<file path="config.mk">
export PLATFORM = sky130hd
export DESIGN_NAME = pe_xnor_responder_flat
export DESIGN_NICKNAME = d
export VERILOG_FILES = /design/src/rtl/pe_xnor_responder_pkg.sv /design/src/rtl/pe_xnor_responder_if.sv /design/src/rtl/pe_xnor_responder_popcount2.sv /design/src/rtl/pe_xnor_responder.sv /design/src/flat_wrapper.sv
export SDC_FILE = /design/constraint.sdc
export NUM_CORES = 1
export LEC_CHECK = 0
export CORE_MARGIN = 10
export CORE_UTILIZATION = 30
export DETAILED_ROUTE_END_ITERATION = 7
export PLACE_DENSITY_LB_ADDON = 0.2
export SYNTH_ARGS = -nofsm -noshare
export SYNTH_HDL_FRONTEND = slang
export SYNTH_HIERARCHICAL = 1
export SYNTH_SLANG_ARGS = --single-unit
export TNS_END_PERCENT = 30
</file>
<file path="constraint.sdc">
create_clock -name clk -period 3.8 [get_ports clk]
set_clock_uncertainty 0.1 [all_clocks]
set_input_delay 0.57 -clock clk [delete_from_list [all_inputs] [get_ports clk]]
set_output_delay 0.57 -clock clk [all_outputs]
set_load 0.1 [all_outputs]
</file>
<file path="src/rtl/pe_xnor_responder_pkg.sv">
// Shared definitions for the PE datapath and its controller: FSM states,
// default widths and the saturating accumulator add.
package pe_pkg;

  localparam int WORD_W_DEF = 32;
  localparam int ACC_W_DEF  = 16;

  typedef enum logic [2:0] {
    ST_IDLE    = 3'd0,
    ST_WAITMEM = 3'd1,
    ST_PCNT1   = 3'd2,
    ST_PCNT2   = 3'd3,
    ST_HOLD    = 3'd4
  } pe_state_e;

  // Symmetric saturation to +/-(2^(w-1)-1); operands are sign-extended w-bit values (w <= 31)
  function automatic logic signed [31:0] sat_add(input logic signed [31:0] x,
                                                 input logic signed [31:0] y,
                                                 input int unsigned        w);
    logic signed [31:0] s;
    logic signed [31:0] lim;
    s   = x + y;
    lim = (32'sd1 <<< (w - 32'd1)) - 32'sd1;
    if (s > lim) begin
      return lim;
    end else if (s < -lim) begin
      return -lim;
    end else begin
      return s;
    end
  endfunction

endpackage

</file>
<file path="src/rtl/pe_xnor_responder_if.sv">
// Command/done handshake and memory port between the PE controller and the
// XNOR responder.
interface pe_xnor_responder_if import pe_pkg::*; #(
  parameter int WORD_W = WORD_W_DEF,
  parameter int ACC_W  = ACC_W_DEF,
  parameter int ADDR_W = 8
) ();

  logic                     isRead;
  logic                     isCount;
  logic                     continuePcnt;
  logic                     addPcnts;
  logic                     continueAcc;
  logic                     binarizeStart;
  logic                     finish;
  logic signed [ACC_W-1:0]  threshold;
  logic                     mem_req;
  logic [ADDR_W-1:0]        mem_addr;
  logic                     mem_valid;
  logic [WORD_W-1:0]        mem_w;
  logic [WORD_W-1:0]        mem_a;
  logic                     readyToPick;
  logic                     readDone;
  logic                     pcntDone;
  logic                     accDone;
  logic                     finishAll;
  logic                     out_bit;
  logic                     out_valid;
  logic                     cmd_err;

  modport slave (
    input  isRead, isCount, continuePcnt, addPcnts, continueAcc, binarizeStart, finish,
    input  threshold, mem_valid, mem_w, mem_a,
    output mem_req, mem_addr, readyToPick, readDone, pcntDone, accDone,
    output finishAll, out_bit, out_valid, cmd_err
  );

  modport master (
    output isRead, isCount, continuePcnt, addPcnts, continueAcc, binarizeStart, finish,
    output threshold, mem_valid, mem_w, mem_a,
    input  mem_req, mem_addr, readyToPick, readDone, pcntDone, accDone,
    input  finishAll, out_bit, out_valid, cmd_err
  );

endinterface

</file>
<file path="src/rtl/pe_xnor_responder_popcount2.sv">
// Two-stage XNOR popcount: stage 1 counts each half word, stage 2 adds the halves.
module pe_popcount2 #(
  parameter int WORD_W = 32
) (
  input  logic                         clk,
  input  logic                         rst_n,
  input  logic                         load1_i,
  input  logic                         load2_i,
  input  logic [WORD_W-1:0]            w_i,
  input  logic [WORD_W-1:0]            a_i,
  output logic [$clog2(WORD_W+1)-1:0]  pcnt_o
);

  localparam int HALF = WORD_W / 2;
  localparam int HC_W = $clog2(HALF + 1);
  localparam int PC_W = $clog2(WORD_W + 1);

  logic [WORD_W-1:0] xn_s;
  logic [HC_W-1:0]   lo_q;
  logic [HC_W-1:0]   hi_q;
  logic [PC_W-1:0]   pcnt_q;

  function automatic logic [HC_W-1:0] count_ones(input logic [HALF-1:0] v);
    logic [HC_W-1:0] n;
    n = {HC_W{1'b0}};
    for (int i = 0; i < HALF; i++) begin
      n = n + HC_W'(v[i]);
    end
    return n;
  endfunction

  assign xn_s   = ~(w_i ^ a_i);
  assign pcnt_o = pcnt_q;

  // Half-word counts on load1, their sum on load2; results hold until reloaded
  always_ff @(posedge clk or negedge rst_n) begin
    if (!rst_n) begin
      lo_q   <= {HC_W{1'b0}};
      hi_q   <= {HC_W{1'b0}};
      pcnt_q <= {PC_W{1'b0}};
    end else begin
      if (load1_i) begin
        lo_q <= count_ones(xn_s[HALF-1:0]);
        hi_q <= count_ones(xn_s[WORD_W-1:HALF]);
      end
      if (load2_i) begin
        pcnt_q <= PC_W'(lo_q) + PC_W'(hi_q);
      end
    end
  end

endmodule

</file>
<file path="src/rtl/pe_xnor_responder.sv">
// Binary-neuron datapath responder: fetches word pairs, XNOR-popcounts them,
// accumulates the +/-1 dot product and binarizes against a threshold.
module pe_xnor_responder import pe_pkg::*; #(
  parameter int WORD_W      = WORD_W_DEF,
  parameter int NUM_WORDS   = 8,
  parameter int NUM_NEURONS = 4,
  parameter int ACC_W       = ACC_W_DEF,
  parameter int ADDR_W      = 8
) (
  input  logic               clk,
  input  logic               rst,
  pe_xnor_responder_if.slave bus
);

  localparam int WI_W = (NUM_WORDS > 1) ? $clog2(NUM_WORDS) : 1;
  localparam int NI_W = (NUM_NEURONS > 1) ? $clog2(NUM_NEURONS) : 1;
  localparam int PC_W = $clog2(WORD_W + 1);

  pe_state_e               state_q, state_d;
  logic [WI_W-1:0]         word_idx_q, word_idx_d;
  logic [NI_W-1:0]         neuron_idx_q, neuron_idx_d;
  logic signed [ACC_W-1:0] acc_q, acc_d;
  logic [WORD_W-1:0]       w_q, w_d, a_q, a_d;
  logic                    held_q, held_d, pvalid_q, pvalid_d;
  logic                    fin_q, fin_d, err_q, err_d, out_bit_q, out_bit_d;
  logic                    mem_req_q, mem_req_d, rdy_q, rdy_d;
  logic [ADDR_W-1:0]       mem_addr_q, mem_addr_d;
  logic                    read_done_q, read_done_d, pcnt_done_q, pcnt_done_d;
  logic                    acc_done_q, acc_done_d, out_valid_q, out_valid_d;

  logic                    ld1_s, ld2_s, any_cmd_s, ge_s, word_last_s, neuron_last_s;
  logic [PC_W-1:0]         pcnt_s;
  logic signed [31:0]      term_s, acc_next_s;
  logic [ADDR_W-1:0]       addr_s;
  logic                    unused_is_count_s;

  pe_popcount2 #(.WORD_W(WORD_W)) u_popcount (
    .clk     (clk),
    .rst_n   (rst),
    .load1_i (ld1_s),
    .load2_i (ld2_s),
    .w_i     (w_q),
    .a_i     (a_q),
    .pcnt_o  (pcnt_s)
  );

  assign unused_is_count_s = bus.isCount;
  assign any_cmd_s     = bus.isRead | bus.continuePcnt | bus.addPcnts | bus.binarizeStart | bus.finish;
  assign term_s        = 2 * $signed(32'(pcnt_s)) - WORD_W;
  assign acc_next_s    = bus.continueAcc ? sat_add(32'(acc_q), term_s, ACC_W)
                                         : sat_add(32'sd0, term_s, ACC_W);
  assign ge_s          = $signed(acc_q) >= $signed(bus.threshold);
  assign word_last_s   = (word_idx_q == WI_W'(NUM_WORDS - 1));
  assign neuron_last_s = (neuron_idx_q == NI_W'(NUM_NEURONS - 1));
  assign addr_s        = ADDR_W'(neuron_idx_q) * ADDR_W'(NUM_WORDS) + ADDR_W'(word_idx_q);

  // Command decode and next-state; only one command is honoured per cycle
  always_comb begin
    state_d      = state_q;
    word_idx_d   = word_idx_q;
    neuron_idx_d = neuron_idx_q;
    acc_d        = acc_q;
    w_d          = w_q;
    a_d          = a_q;
    held_d       = held_q;
    pvalid_d     = pvalid_q;
    fin_d        = fin_q;
    err_d        = err_q;
    out_bit_d    = out_bit_q;
    mem_addr_d   = mem_addr_q;
    mem_req_d    = 1'b0;
    read_done_d  = 1'b0;
    pcnt_done_d  = 1'b0;
    acc_done_d   = 1'b0;
    out_valid_d  = 1'b0;
    ld1_s        = 1'b0;
    ld2_s        = 1'b0;
    case (state_q)
      ST_IDLE, ST_HOLD: begin
        if (bus.finish) begin
          word_idx_d   = {WI_W{1'b0}};
          neuron_idx_d = {NI_W{1'b0}};
          acc_d        = {ACC_W{1'b0}};
          fin_d        = 1'b0;
          err_d        = 1'b0;
          held_d       = 1'b0;
          pvalid_d     = 1'b0;
          state_d      = ST_IDLE;
        end else if (bus.binarizeStart) begin
          out_bit_d   = ge_s;
          out_valid_d = 1'b1;
          acc_d       = {ACC_W{1'b0}};
          if (neuron_last_s) begin
            neuron_idx_d = {NI_W{1'b0}};
            fin_d        = 1'b1;
          end else begin
            neuron_idx_d = neuron_idx_q + NI_W'(1);
          end
        end else if (bus.addPcnts) begin
          if (pvalid_q) begin
            acc_d    = ACC_W'(acc_next_s);
            held_d   = 1'b0;
            pvalid_d = 1'b0;
            state_d  = ST_IDLE;
            if (word_last_s) begin
              word_idx_d = {WI_W{1'b0}};
              acc_done_d = 1'b1;
            end else begin
              word_idx_d = word_idx_q + WI_W'(1);
            end
          end else begin
            err_d = 1'b1;
          end
        end else if (bus.continuePcnt) begin
          if (held_q) begin
            ld1_s    = 1'b1;
            pvalid_d = 1'b0;
            state_d  = ST_PCNT1;
          end else begin
            err_d = 1'b1;
          end
        end else if (bus.isRead) begin
          mem_req_d  = 1'b1;
          mem_addr_d = addr_s;
          state_d    = ST_WAITMEM;
        end else begin
          state_d = state_q;
        end
      end
      ST_WAITMEM: begin
        if (any_cmd_s) begin
          err_d = 1'b1;
        end else begin
          err_d = err_q;
        end
        if (bus.mem_valid) begin
          w_d         = bus.mem_w;
          a_d         = bus.mem_a;
          held_d      = 1'b1;
          pvalid_d    = 1'b0;
          read_done_d = 1'b1;
          state_d     = ST_HOLD;
        end else begin
          state_d = ST_WAITMEM;
        end
      end
      ST_PCNT1: begin
        if (any_cmd_s) begin
          err_d = 1'b1;
        end else begin
          err_d = err_q;
        end
        ld2_s       = 1'b1;
        pvalid_d    = 1'b1;
        pcnt_done_d = 1'b1;
        state_d     = ST_PCNT2;
      end
      ST_PCNT2: begin
        if (any_cmd_s) begin
          err_d = 1'b1;
        end else begin
          err_d = err_q;
        end
        state_d = ST_HOLD;
      end
      default: begin
        state_d = ST_IDLE;
      end
    endcase
    rdy_d = (state_d == ST_IDLE) && !held_d;
  end

  // State and registered outputs
  always_ff @(posedge clk or negedge rst) begin
    if (!rst) begin
      state_q      <= ST_IDLE;
      word_idx_q   <= {WI_W{1'b0}};
      neuron_idx_q <= {NI_W{1'b0}};
      acc_q        <= {ACC_W{1'b0}};
      w_q          <= {WORD_W{1'b0}};
      a_q          <= {WORD_W{1'b0}};
      held_q       <= 1'b0;
      pvalid_q     <= 1'b0;
      fin_q        <= 1'b0;
      err_q        <= 1'b0;
      out_bit_q    <= 1'b0;
      mem_req_q    <= 1'b0;
      mem_addr_q   <= {ADDR_W{1'b0}};
      rdy_q        <= 1'b1;
      read_done_q  <= 1'b0;
      pcnt_done_q  <= 1'b0;
      acc_done_q   <= 1'b0;
      out_valid_q  <= 1'b0;
    end else begin
      state_q      <= state_d;
      word_idx_q   <= word_idx_d;
      neuron_idx_q <= neuron_idx_d;
      acc_q        <= acc_d;
      w_q          <= w_d;
      a_q          <= a_d;
      held_q       <= held_d;
      pvalid_q     <= pvalid_d;
      fin_q        <= fin_d;
      err_q        <= err_d;
      out_bit_q    <= out_bit_d;
      mem_req_q    <= mem_req_d;
      mem_addr_q   <= mem_addr_d;
      rdy_q        <= rdy_d;
      read_done_q  <= read_done_d;
      pcnt_done_q  <= pcnt_done_d;
      acc_done_q   <= acc_done_d;
      out_valid_q  <= out_valid_d;
    end
  end

  assign bus.mem_req     = mem_req_q;
  assign bus.mem_addr    = mem_addr_q;
  assign bus.readyToPick = rdy_q;
  assign bus.readDone    = read_done_q;
  assign bus.pcntDone    = pcnt_done_q;
  assign bus.accDone     = acc_done_q;
  assign bus.finishAll   = fin_q;
  assign bus.out_bit     = out_bit_q;
  assign bus.out_valid   = out_valid_q;
  assign bus.cmd_err     = err_q;

endmodule
</file>
<file path="src/flat_wrapper.sv">
// flat-port wrapper written by rule: the top's interface ports become plain ports
module pe_xnor_responder_flat import pe_pkg::*;
#(
  parameter int WORD_W      = WORD_W_DEF,
  parameter int NUM_WORDS   = 8,
  parameter int NUM_NEURONS = 4,
  parameter int ACC_W       = ACC_W_DEF,
  parameter int ADDR_W      = 8
)
  (clk, rst, bus_isRead, bus_isCount, bus_continuePcnt, bus_addPcnts, bus_continueAcc, bus_binarizeStart, bus_finish, bus_threshold, bus_mem_valid, bus_mem_w, bus_mem_a, bus_mem_req, bus_mem_addr, bus_readyToPick, bus_readDone, bus_pcntDone, bus_accDone, bus_finishAll, bus_out_bit, bus_out_valid, bus_cmd_err);
  pe_xnor_responder_if #(.WORD_W(WORD_W), .ACC_W(ACC_W), .ADDR_W(ADDR_W)) bus_i ();
  input  logic clk;
  input  logic rst;
  input wire logic [$bits(bus_i.isRead)-1:0] bus_isRead;
  input wire logic [$bits(bus_i.isCount)-1:0] bus_isCount;
  input wire logic [$bits(bus_i.continuePcnt)-1:0] bus_continuePcnt;
  input wire logic [$bits(bus_i.addPcnts)-1:0] bus_addPcnts;
  input wire logic [$bits(bus_i.continueAcc)-1:0] bus_continueAcc;
  input wire logic [$bits(bus_i.binarizeStart)-1:0] bus_binarizeStart;
  input wire logic [$bits(bus_i.finish)-1:0] bus_finish;
  input wire logic [$bits(bus_i.threshold)-1:0] bus_threshold;
  input wire logic [$bits(bus_i.mem_valid)-1:0] bus_mem_valid;
  input wire logic [$bits(bus_i.mem_w)-1:0] bus_mem_w;
  input wire logic [$bits(bus_i.mem_a)-1:0] bus_mem_a;
  output wire logic [$bits(bus_i.mem_req)-1:0] bus_mem_req;
  output wire logic [$bits(bus_i.mem_addr)-1:0] bus_mem_addr;
  output wire logic [$bits(bus_i.readyToPick)-1:0] bus_readyToPick;
  output wire logic [$bits(bus_i.readDone)-1:0] bus_readDone;
  output wire logic [$bits(bus_i.pcntDone)-1:0] bus_pcntDone;
  output wire logic [$bits(bus_i.accDone)-1:0] bus_accDone;
  output wire logic [$bits(bus_i.finishAll)-1:0] bus_finishAll;
  output wire logic [$bits(bus_i.out_bit)-1:0] bus_out_bit;
  output wire logic [$bits(bus_i.out_valid)-1:0] bus_out_valid;
  output wire logic [$bits(bus_i.cmd_err)-1:0] bus_cmd_err;
  assign bus_i.isRead = bus_isRead;
  assign bus_i.isCount = bus_isCount;
  assign bus_i.continuePcnt = bus_continuePcnt;
  assign bus_i.addPcnts = bus_addPcnts;
  assign bus_i.continueAcc = bus_continueAcc;
  assign bus_i.binarizeStart = bus_binarizeStart;
  assign bus_i.finish = bus_finish;
  assign bus_i.threshold = bus_threshold;
  assign bus_i.mem_valid = bus_mem_valid;
  assign bus_i.mem_w = bus_mem_w;
  assign bus_i.mem_a = bus_mem_a;
  assign bus_mem_req = bus_i.mem_req;
  assign bus_mem_addr = bus_i.mem_addr;
  assign bus_readyToPick = bus_i.readyToPick;
  assign bus_readDone = bus_i.readDone;
  assign bus_pcntDone = bus_i.pcntDone;
  assign bus_accDone = bus_i.accDone;
  assign bus_finishAll = bus_i.finishAll;
  assign bus_out_bit = bus_i.out_bit;
  assign bus_out_valid = bus_i.out_valid;
  assign bus_cmd_err = bus_i.cmd_err;
  pe_xnor_responder #(.WORD_W(WORD_W), .NUM_WORDS(NUM_WORDS), .NUM_NEURONS(NUM_NEURONS), .ACC_W(ACC_W), .ADDR_W(ADDR_W)) u_core (.clk(clk), .rst(rst), .bus(bus_i));
endmodule
</file>
==> results.toml, run 1 <==
[clock_tree]
cts_max_level = 4
clockRootBuffer = "clkbuf_16"
clkSinkCount = 120
clock_latency_ps = 410
clockBufferDepth = 2
cts_hold_repair.buffers = 0
cts_tree = "built"
cts_buffers = 17
clk_pin_slew_ps = 70

[synth]
synth.avg_cell_area_um2 = 10.7
synthMostInstantiatedCell = "dfrtp_1"
netlist.area_leader.share_pct = 38.9
netlist_instances = 714
synth_top_family_by_area = "compound AO/OA/AOI/OAI gates"
synth_cell_types = 81
muxShareOfSynthArea_pct = 11.7
synthAdderAreaFrac_pct = 13.1
netlist_area_um2 = 7650
synth_xor_xnor_area_share_pct = 6.51
ys_seq_area_share_pct = 39.2
synth_commonest_cells = "dfrtp_1 (119), mux2_2 (75), inv_1 (57)"
async_flop_share_pct = 100
yosys.area_share.simple_pct = 9.45
synth_area_leaders = "dfrtp_1 (39%), mux2_2 (11%), ha_1 (6.9%), fa_1 (5.8%), xnor2_1 (3.9%)"
synth.ff_latch_count = 120
yosys.area.top_type = "dfrtp_1"
synth_warnings = 6
synth_compound_area_share_pct = 13.6
synth_flop_cell = "dfrtp_1"
synth_enable_flop_cells = 0

[setup_path]
required_ps = 4000
critPathBufInv = 2
crit_path_end_kind = "flop"
crit_fanout = 2
r2r_cells = 11
r2r_start = "u_core/a_q[21]"
r2r_slack_ps = -90
cp_slowest_cell = "fa_1"
cp_cell_sequence = "xor2_1 > fa_1 > fa_1 > fa_1 > inv_1 > fa_1 > ha_2 > inv_1 > fa_2 > xnor2_1 > mux2_2"
cp_top_family = "adder cells"
r2r_end = "u_core/u_popcount/hi_q[2]"
cpPeakStageDelay_ps = 540
arrival_ps = 4090
cp-start-kind = "flop"
cpMostUsedCell = "fa_1"
crit_type = "reg -> reg"

[global_route]
grt_max_degree = 66
grt_pass1_vias = 5832
antenna_found_initial = 0
grt_pass1_wl_um = 30000
overflow = 0
grt_usage_pct = 11.1

[timing]
relSlewSlack_pct = 33.8
setup_viol = 2
setup_ws_ps = -92.5
period_needed_ps = 3890
fmax_mhz = 257
hold_viol_final = 0
report.final.slew_viol_count = 0
tightestPinTransition_ps = 990
fin_crit_sh_pct = 102
rsz0062_at_grt = "true"

[run]
maxCapViolations = 0

[detailed_routing]
highest_layer = "met4"
drc = 0
first_pass_iters = 4
routed_wl_um = 17800
via_per_inst = 4.75
wl_met1_um = 8540
wl_met3_um = 831
wl_per_cell_um = 15.3
num_vias = 5522
dr.first_iter.drc_count = 376
dr_wl_met2_um = 8140
detail-route-antenna-nets = 0

[hold_path]
hold_class = "in -> async"

[placement]
port_buffers = 102
numPlacedInstances = 1128
dpl_cell_area_um2 = 8990
place.gp.congestion = 0.802
preCtsSetupSlack_ps = -158
hpwl_um = 13200

[floorplan]
initial_core_util_pct = 30.5
rows = 58
core-area_um2 = 25100
die_area_um2 = 32300
num_io_pins = 107
die_w_um = 180
die_h_um = 180

[layout]
synthToLayoutAreaGrowth_pct = 26.1
nets = 973
layout-drive-gt1-share_pct = 19.5
postLayoutCellArea_um2 = 9650
final_cells = 1162
insertedDiodeCount = 0

[run_status]
violations = "setup timing"
status = "complete, but fails checks"
==> cell usage in the layout, fill, tap and decap left out, types with 9 or more instances in the layout <==
| cell | instances |
|---|---|
| nand2_1 | 34 |
| o21ai_0 | 41 |
| ha_1 | 40 |
| nor2_1 | 30 |
| dfrtp_1 | 119 |
| buf_4 | 19 |
| clkdlybuf4s50_1 | 101 |
| a21oi_1 | 44 |
| xnor2_1 | 27 |
| fa_1 | 20 |
| mux2_2 | 75 |
| nor3_1 | 10 |
| clkbuf_16 | 17 |
| nand3_1 | 9 |
| nor2b_1 | 9 |
| inv_1 | 56 |
| xor2_1 | 20 |
==> final cells by class <==
type / count / area, um2
Fill cell: 2581 / 15500
Clock buffer: 18 / 429
Clock inverter: 14 / 140
Multi-Input combinational cell: 501 / 4260
Tap cell: 330 / 413
Inverter: 57 / 214
Timing Repair Buffer: 122 / 1190
Sequential cell: 120 / 3000
==> per-stage QoR <==
| step | setup TNS (ps) | hold WS (ps) | utilization, % |
|---|---|---|---|
| final | -120 | 88.7 | 38.4 |
| after global routing | -913 | 124 | 38.4 |
| after CTS | -192 | 103 | 38.3 |
| after detailed placement | -294 | 397 | 35.8 |
| after global placement | -243 | 391 | 35.8 |
| after floorplan | -5.55 | 174 | - |
==> sequential cells by signal, summed over array words and instances, names as in the netlist, 2 cells and up <==
signal / cells
u_core/neuron_idx_q: 2
u_core/u_popcount/hi_q: 5
u_core/acc_q: 16
u_core/w_q: 32
u_core/a_q: 32
u_core/state_q: 3
u_core/word_idx_q: 3
u_core/bus.mem_addr: 5
u_core/u_popcount/pcnt_o: 6
u_core/u_popcount/lo_q: 5
==> timing repair <==
| item | CTS | global route |
|---|---|---|
| pin swaps | 3 | 8 |
| setup buffers | 1 | 1 |
| setup endpoints to repair | 4 | 8 |
| gates resized for setup | 7 | 8 |
==> routing by layer <==
layer,global-route usage (%),up-vias
met5,0,-
met4,3.80,0
met3,2.93,18
met2,17.3,122
met1,14.6,2663
li1,-,2719
==> how the worst max path moves through the flow <==
| stage | start | endpoint | slack [ps] | cells after the start |
|---|---|---|---|---|
| detailed placement | u_core/a_q[0] | u_core/u_popcount/lo_q[2] | -160 | 12 |
| finish | u_core/a_q[21] | u_core/u_popcount/hi_q[2] | -90 | 11 |
| floorplan | u_core/a_q[0] | u_core/u_popcount/lo_q[2] | -6 | 12 |
| CTS | u_core/w_q[16] | u_core/u_popcount/hi_q[2] | -110 | 12 |
| global route | u_core/a_q[29] | u_core/u_popcount/hi_q[2] | -220 | 12 |
| global placement | u_core/a_q[0] | u_core/u_popcount/lo_q[2] | -130 | 12 |
==> logic make-up after synthesis <==
family	Yosys count
other	1
buffers and inverters	95
xor gates and xnor gates	56
adders and majority gates	68
AOI/OAI and AO/OA	159
DFF	120
muxes	80
and+or+nand+nor	135
Power of run 1 is not shown: default switching activity piles up to over one toggle a cycle in this logic, so the estimate is an artifact.
==> inputs of run 2 (changes only) <==
--- a/config.mk
+++ b/config.mk
@@ -10,4 +10,5 @@
 export DETAILED_ROUTE_END_ITERATION = 7
 export PLACE_DENSITY_LB_ADDON = 0.2
+export SKIP_LAST_GASP = 1
 export SYNTH_ARGS = -nofsm -noshare
 export SYNTH_HDL_FRONTEND = slang
==> constraint.sdc (replaced) <==
create_clock -name clk -period 3.8 [get_ports clk]
set_clock_uncertainty 0.1 [all_clocks]
set_input_delay 0.76 -clock clk [delete_from_list [all_inputs] [get_ports clk]]
set_output_delay 0.76 -clock clk [all_outputs]
set_load 0.1 [all_outputs]
==> run 2 against run 1 <==
Compared with the run above:
- the flow still finishes with violations (setup timing)
- critical endpoint unchanged
- register-to-register slack worse by 20 ps
- largest cell class unchanged
- hold slack gained 220 ps
- non-clock buffer count grew 1
==> results.toml, run 2 (synthesized netlist as in run 1, its figures left out) <==
[setup_path]
required_ps = 3990
r2r_cells = 11
crit_path_end_kind = "flop"
r2r_start = "u_core/a_q[21]"
cp-start-kind = "flop"
crit_fanout = 2
crit_type = "reg -> reg"
r2r_end = "u_core/u_popcount/hi_q[2]"
arrival_ps = 4100
r2r_slack_ps = -110

[floorplan]
die_h_um = 180
initial_core_util_pct = 30.5
die_w_um = 180
num_io_pins = 107
rows = 58
core-area_um2 = 25100
die_area_um2 = 32300

[detailed_routing]
wl_met3_um = 821
detail-route-antenna-nets = 0
first_pass_iters = 4
routed_wl_um = 17800
dr.first_iter.drc_count = 252
wl_per_cell_um = 15.3
dr_wl_met2_um = 8110
num_vias = 5519
via_per_inst = 4.75
wl_met1_um = 8630
drc = 0
highest_layer = "met4"

[clock_tree]
clk_pin_slew_ps = 60
cts_hold_repair.buffers = 0
clockBufferDepth = 2
clockRootBuffer = "clkbuf_16"
cts_tree = "built"
cts_max_level = 4
clkSinkCount = 120
clock_latency_ps = 420
cts_buffers = 17
cts_setup_buffers = 0

[global_route]
antenna_found_initial = 0
grt_usage_pct = 11.1
grt_pass1_vias = 5663
overflow = 0
grt_max_degree = 67
grt_pass1_wl_um = 29700

[timing]
relSlewSlack_pct = 34.1
period_needed_ps = 3910
fmax_mhz = 256
fin_crit_sh_pct = 103
hold_viol_final = 0
tightestPinTransition_ps = 986
setup_ws_ps = -110
rsz0062_at_grt = "true"
tns_ps = -130
report.final.slew_viol_count = 0
setup_viol = 2

[placement]
dpl_cell_area_um2 = 9010
port_buffers = 102
numPlacedInstances = 1131
hpwl_um = 13300
place.gp.congestion = 0.832

[layout]
insertedDiodeCount = 0
synthToLayoutAreaGrowth_pct = 26.3
final_common_cell = "dfrtp_1"
reg_top3 = "u_core/a_q x32, u_core/w_q x32, u_core/acc_q x16"
final_cell_mix = "dfrtp_1 (119), clkdlybuf4s50_1 (100), mux2_2 (75)"
final_cells = 1163
layout-drive-gt1-share_pct = 19.6
postLayoutCellArea_um2 = 9660
nets = 974

[run]
maxCapViolations = 0

[run_status]
status = "complete, but fails checks"
violations = "setup timing"

[hold_path]
hold_class = "in -> async"
run 2: cell count changes in the layout (fill, tap and decap cells not counted), sizes merged:
cell,before,now
clkinv,3,8
clkdlybuf4s50,101,100
clkinvlp,4,0
inv,63,62
buf,21,23
run 2: worst max path at each step:
stage                         from                         to  slack, ps  depth (start not counted)
floorplan            u_core/a_q[0]  u_core/u_popcount/lo_q[2]         -6                         12
global placement     u_core/a_q[0]  u_core/u_popcount/lo_q[2]       -140                         12
detailed placement   u_core/a_q[0]  u_core/u_popcount/lo_q[2]       -150                         12
CTS                 u_core/a_q[16]  u_core/u_popcount/hi_q[2]       -120                         12
global route        u_core/a_q[21]  u_core/u_popcount/hi_q[2]       -220                         11
finish              u_core/a_q[21]  u_core/u_popcount/hi_q[2]       -110                         11
run 2: worst max-delay path, stage by stage (launching register included):
cell	delay [ps]
dfrtp_1	400
xor2_2	190
fa_1	500
fa_1	520
fa_1	540
inv_1	50
fa_1	530
ha_1	170
inv_1	60
fa_2	350
xnor2_1	130
mux2_2	250
run 2: area by class of cell:
type,instances,area (um2)
clock inverter,14,141
clock buffer,18,429
inverter,57,214
tap,330,413
timing repair buffer,123,1200
sequential,120,3000
fill,2579,15400
multi-input combinational,501,4260
run 2: per-layer routing:
metal | up-vias | GRT usage (%)
li1 | 2722 | -
met1 | 2662 | 14.7
met2 | 122 | 17.2
met3 | 13 | 3.01
met4 | 0 | 3.47
met5 | - | 0
run 2: what timing repair did:
item / 4_1_cts / 5_1_grt
pin swaps: 1 / 7
gates resized for setup: 3 / 9
endpoints found under the hold margin: 0 / 0
endpoints found under the setup margin: 5 / 8
run 2: through the flow:
step	hold WS (ps)	utilization [%]	setup slack, ps
final	312	38.5	-110
after floorplan	364	-	-5.55
after detailed placement	395	35.9	-150
after global placement	394	35.9	-142
after CTS	317	38.2	-124
after global routing	350	38.5	-215
Power of run 2 is left out for the same reason.
==> inputs of run 3 (changes only) <==
CAP_MARGIN = 10   (was not set)
CORE_MARGIN = not set   (was 10)
SKIP_LAST_GASP = not set   (was 1)
==> run 3 against run 2 <==
Compared with the run above:
- the run still ends with setup timing left
- sequential share of layout area hardly changed
- via count shrank 0.83%
- first-iteration DRC count rose by 19%
- global-route usage increased by 2.6 points
- critical path depth up 1
- cell area is essentially flat
- die area is 19% lower
==> results.toml, run 3 (synthesized netlist as in run 1, its figures left out) <==
[global_route]
grt_usage_pct = 13.7
overflow = 0
antenna_found_initial = 0
grt_max_degree = 68
grt_pass1_vias = 5632
grt_pass1_wl_um = 28400

[layout]
insertedDiodeCount = 0
layout-drive-gt1-share_pct = 19.6
synthToLayoutAreaGrowth_pct = 26.2
post-route-util_pct = 38.5
final_common_cell = "dfrtp_1"
final_cells = 1161
final_cell_mix = "dfrtp_1 (119), clkdlybuf4s50_1 (101), mux2_2 (75)"
reg_top3 = "u_core/a_q x32, u_core/w_q x32, u_core/acc_q x16"
nets = 972

[floorplan]
rows = 58
initial_core_util_pct = 30.5
die_w_um = 162
num_io_pins = 107
core-area_um2 = 25100
die_h_um = 162
die_area_um2 = 26200

[placement]
numPlacedInstances = 1126
preCtsSetupSlack_ps = -175
place.gp.congestion = 0.809
port_buffers = 102
hpwl_um = 12200

[clock_tree]
clkSinkCount = 120
cts_buffers = 17
cts_tree = "built"
clk_pin_slew_ps = 70
clockBufferDepth = 2
clockRootBuffer = "clkbuf_16"
clock_latency_ps = 420
cts_max_level = 4

[timing]
fmax_mhz = 259
report.final.slew_viol_count = 0
setup_ws_ps = -68.3
hold_viol_final = 0
tightestPinTransition_ps = 999
setup_viol = 2
period_needed_ps = 3870
fin_crit_sh_pct = 102
relSlewSlack_pct = 33.2
rsz0062_at_grt = "true"
hold-worst-slack_ps = 123

[detailed_routing]
routed_wl_um = 16700
via_per_inst = 4.71
detail-route-antenna-nets = 0
dr.first_iter.drc_count = 300
drc = 0
wl_per_cell_um = 14.4
first_pass_iters = 4
num_vias = 5473

[run_status]
violations = "setup timing"
status = "complete, but fails checks"

[setup_path]
cp_slowest_cell = "fa_1"
crit_type = "reg -> reg"
arrival_ps = 4060
crit_path_end_kind = "flop"
cp_top_family = "adder cells"
cpMostUsedCell = "fa_1"
cp-start-kind = "flop"
critPathBufInv = 3
required_ps = 4000
cpPeakStageDelay_ps = 550
crit_fanout = 2
cp_cell_sequence = "xnor2_2 > fa_1 > inv_2 > fa_1 > fa_1 > inv_1 > fa_1 > ha_2 > inv_2 > fa_2 > xnor2_1 > mux2_2"

[run]
maxCapViolations = 0

[hold_path]
hold_class = "in -> async"
==> run 3: layer usage <==
metal | global-route usage, % | vias to the layer above | part of all wire (%) | wire (um)
met1 | 17.4 | 2620 | 47 | 7800
li1 | - | 2727 | - | -
met2 | 22.5 | 111 | 47 | 7830
met3 | 3.80 | 15 | 5.2 | 863
met4 | 3.99 | 0 | 1.2 | 208
met5 | 0 | - | 0 | 0
==> run 3: stage by stage <==
| step | TNS (ps) | cell area, um2 |
|---|---|---|
| floorplan | -5.55 | 7660 |
| global placement | -239 | 8980 |
| detailed placement | -324 | 8980 |
| CTS | -232 | 9590 |
| global route | -721 | 9660 |
| finish | -84.6 | 9660 |
==> run 3: what timing repair did <==
action / CTS / global route
buffers inserted: 0 / 3
endpoints found under the setup margin: 5 / 7
hold buffers: 0 / 0
pin swaps: 6 / 16
resized for setup: 4 / 11
==> run 3: final timing paths <==
kind                                         from                   endpoint  slack [ps]  cells after the start
max in group asynchronous                     rst             u_core/w_q[31]        2740                      2
setup reg to reg                   u_core/w_q[17]  u_core/u_popcount/hi_q[2]         -70                     12
setup / recovery                   u_core/w_q[17]  u_core/u_popcount/hi_q[2]         -70                     12
hold reg to reg            u_core/bus.mem_addr[2]     u_core/bus.mem_addr[2]         410                      1
hold / removal                                rst       u_core/bus.out_valid         120                      1
min in group clk           u_core/bus.mem_addr[2]     u_core/bus.mem_addr[2]         410                      1
==> run 3: cell type report <==
| cell class | count | area, um2 |
|---|---|---|
| Clock inverter | 14 | 153 |
| Fill cell | 2519 | 15400 |
| Multi-Input combinational cell | 501 | 4250 |
| Sequential cell | 120 | 3000 |
| Tap cell | 330 | 413 |
| Inverter | 57 | 214 |
| Clock buffer | 18 | 439 |
| Timing Repair Buffer | 121 | 1190 |
Power of run 3 is left out for the same reason.
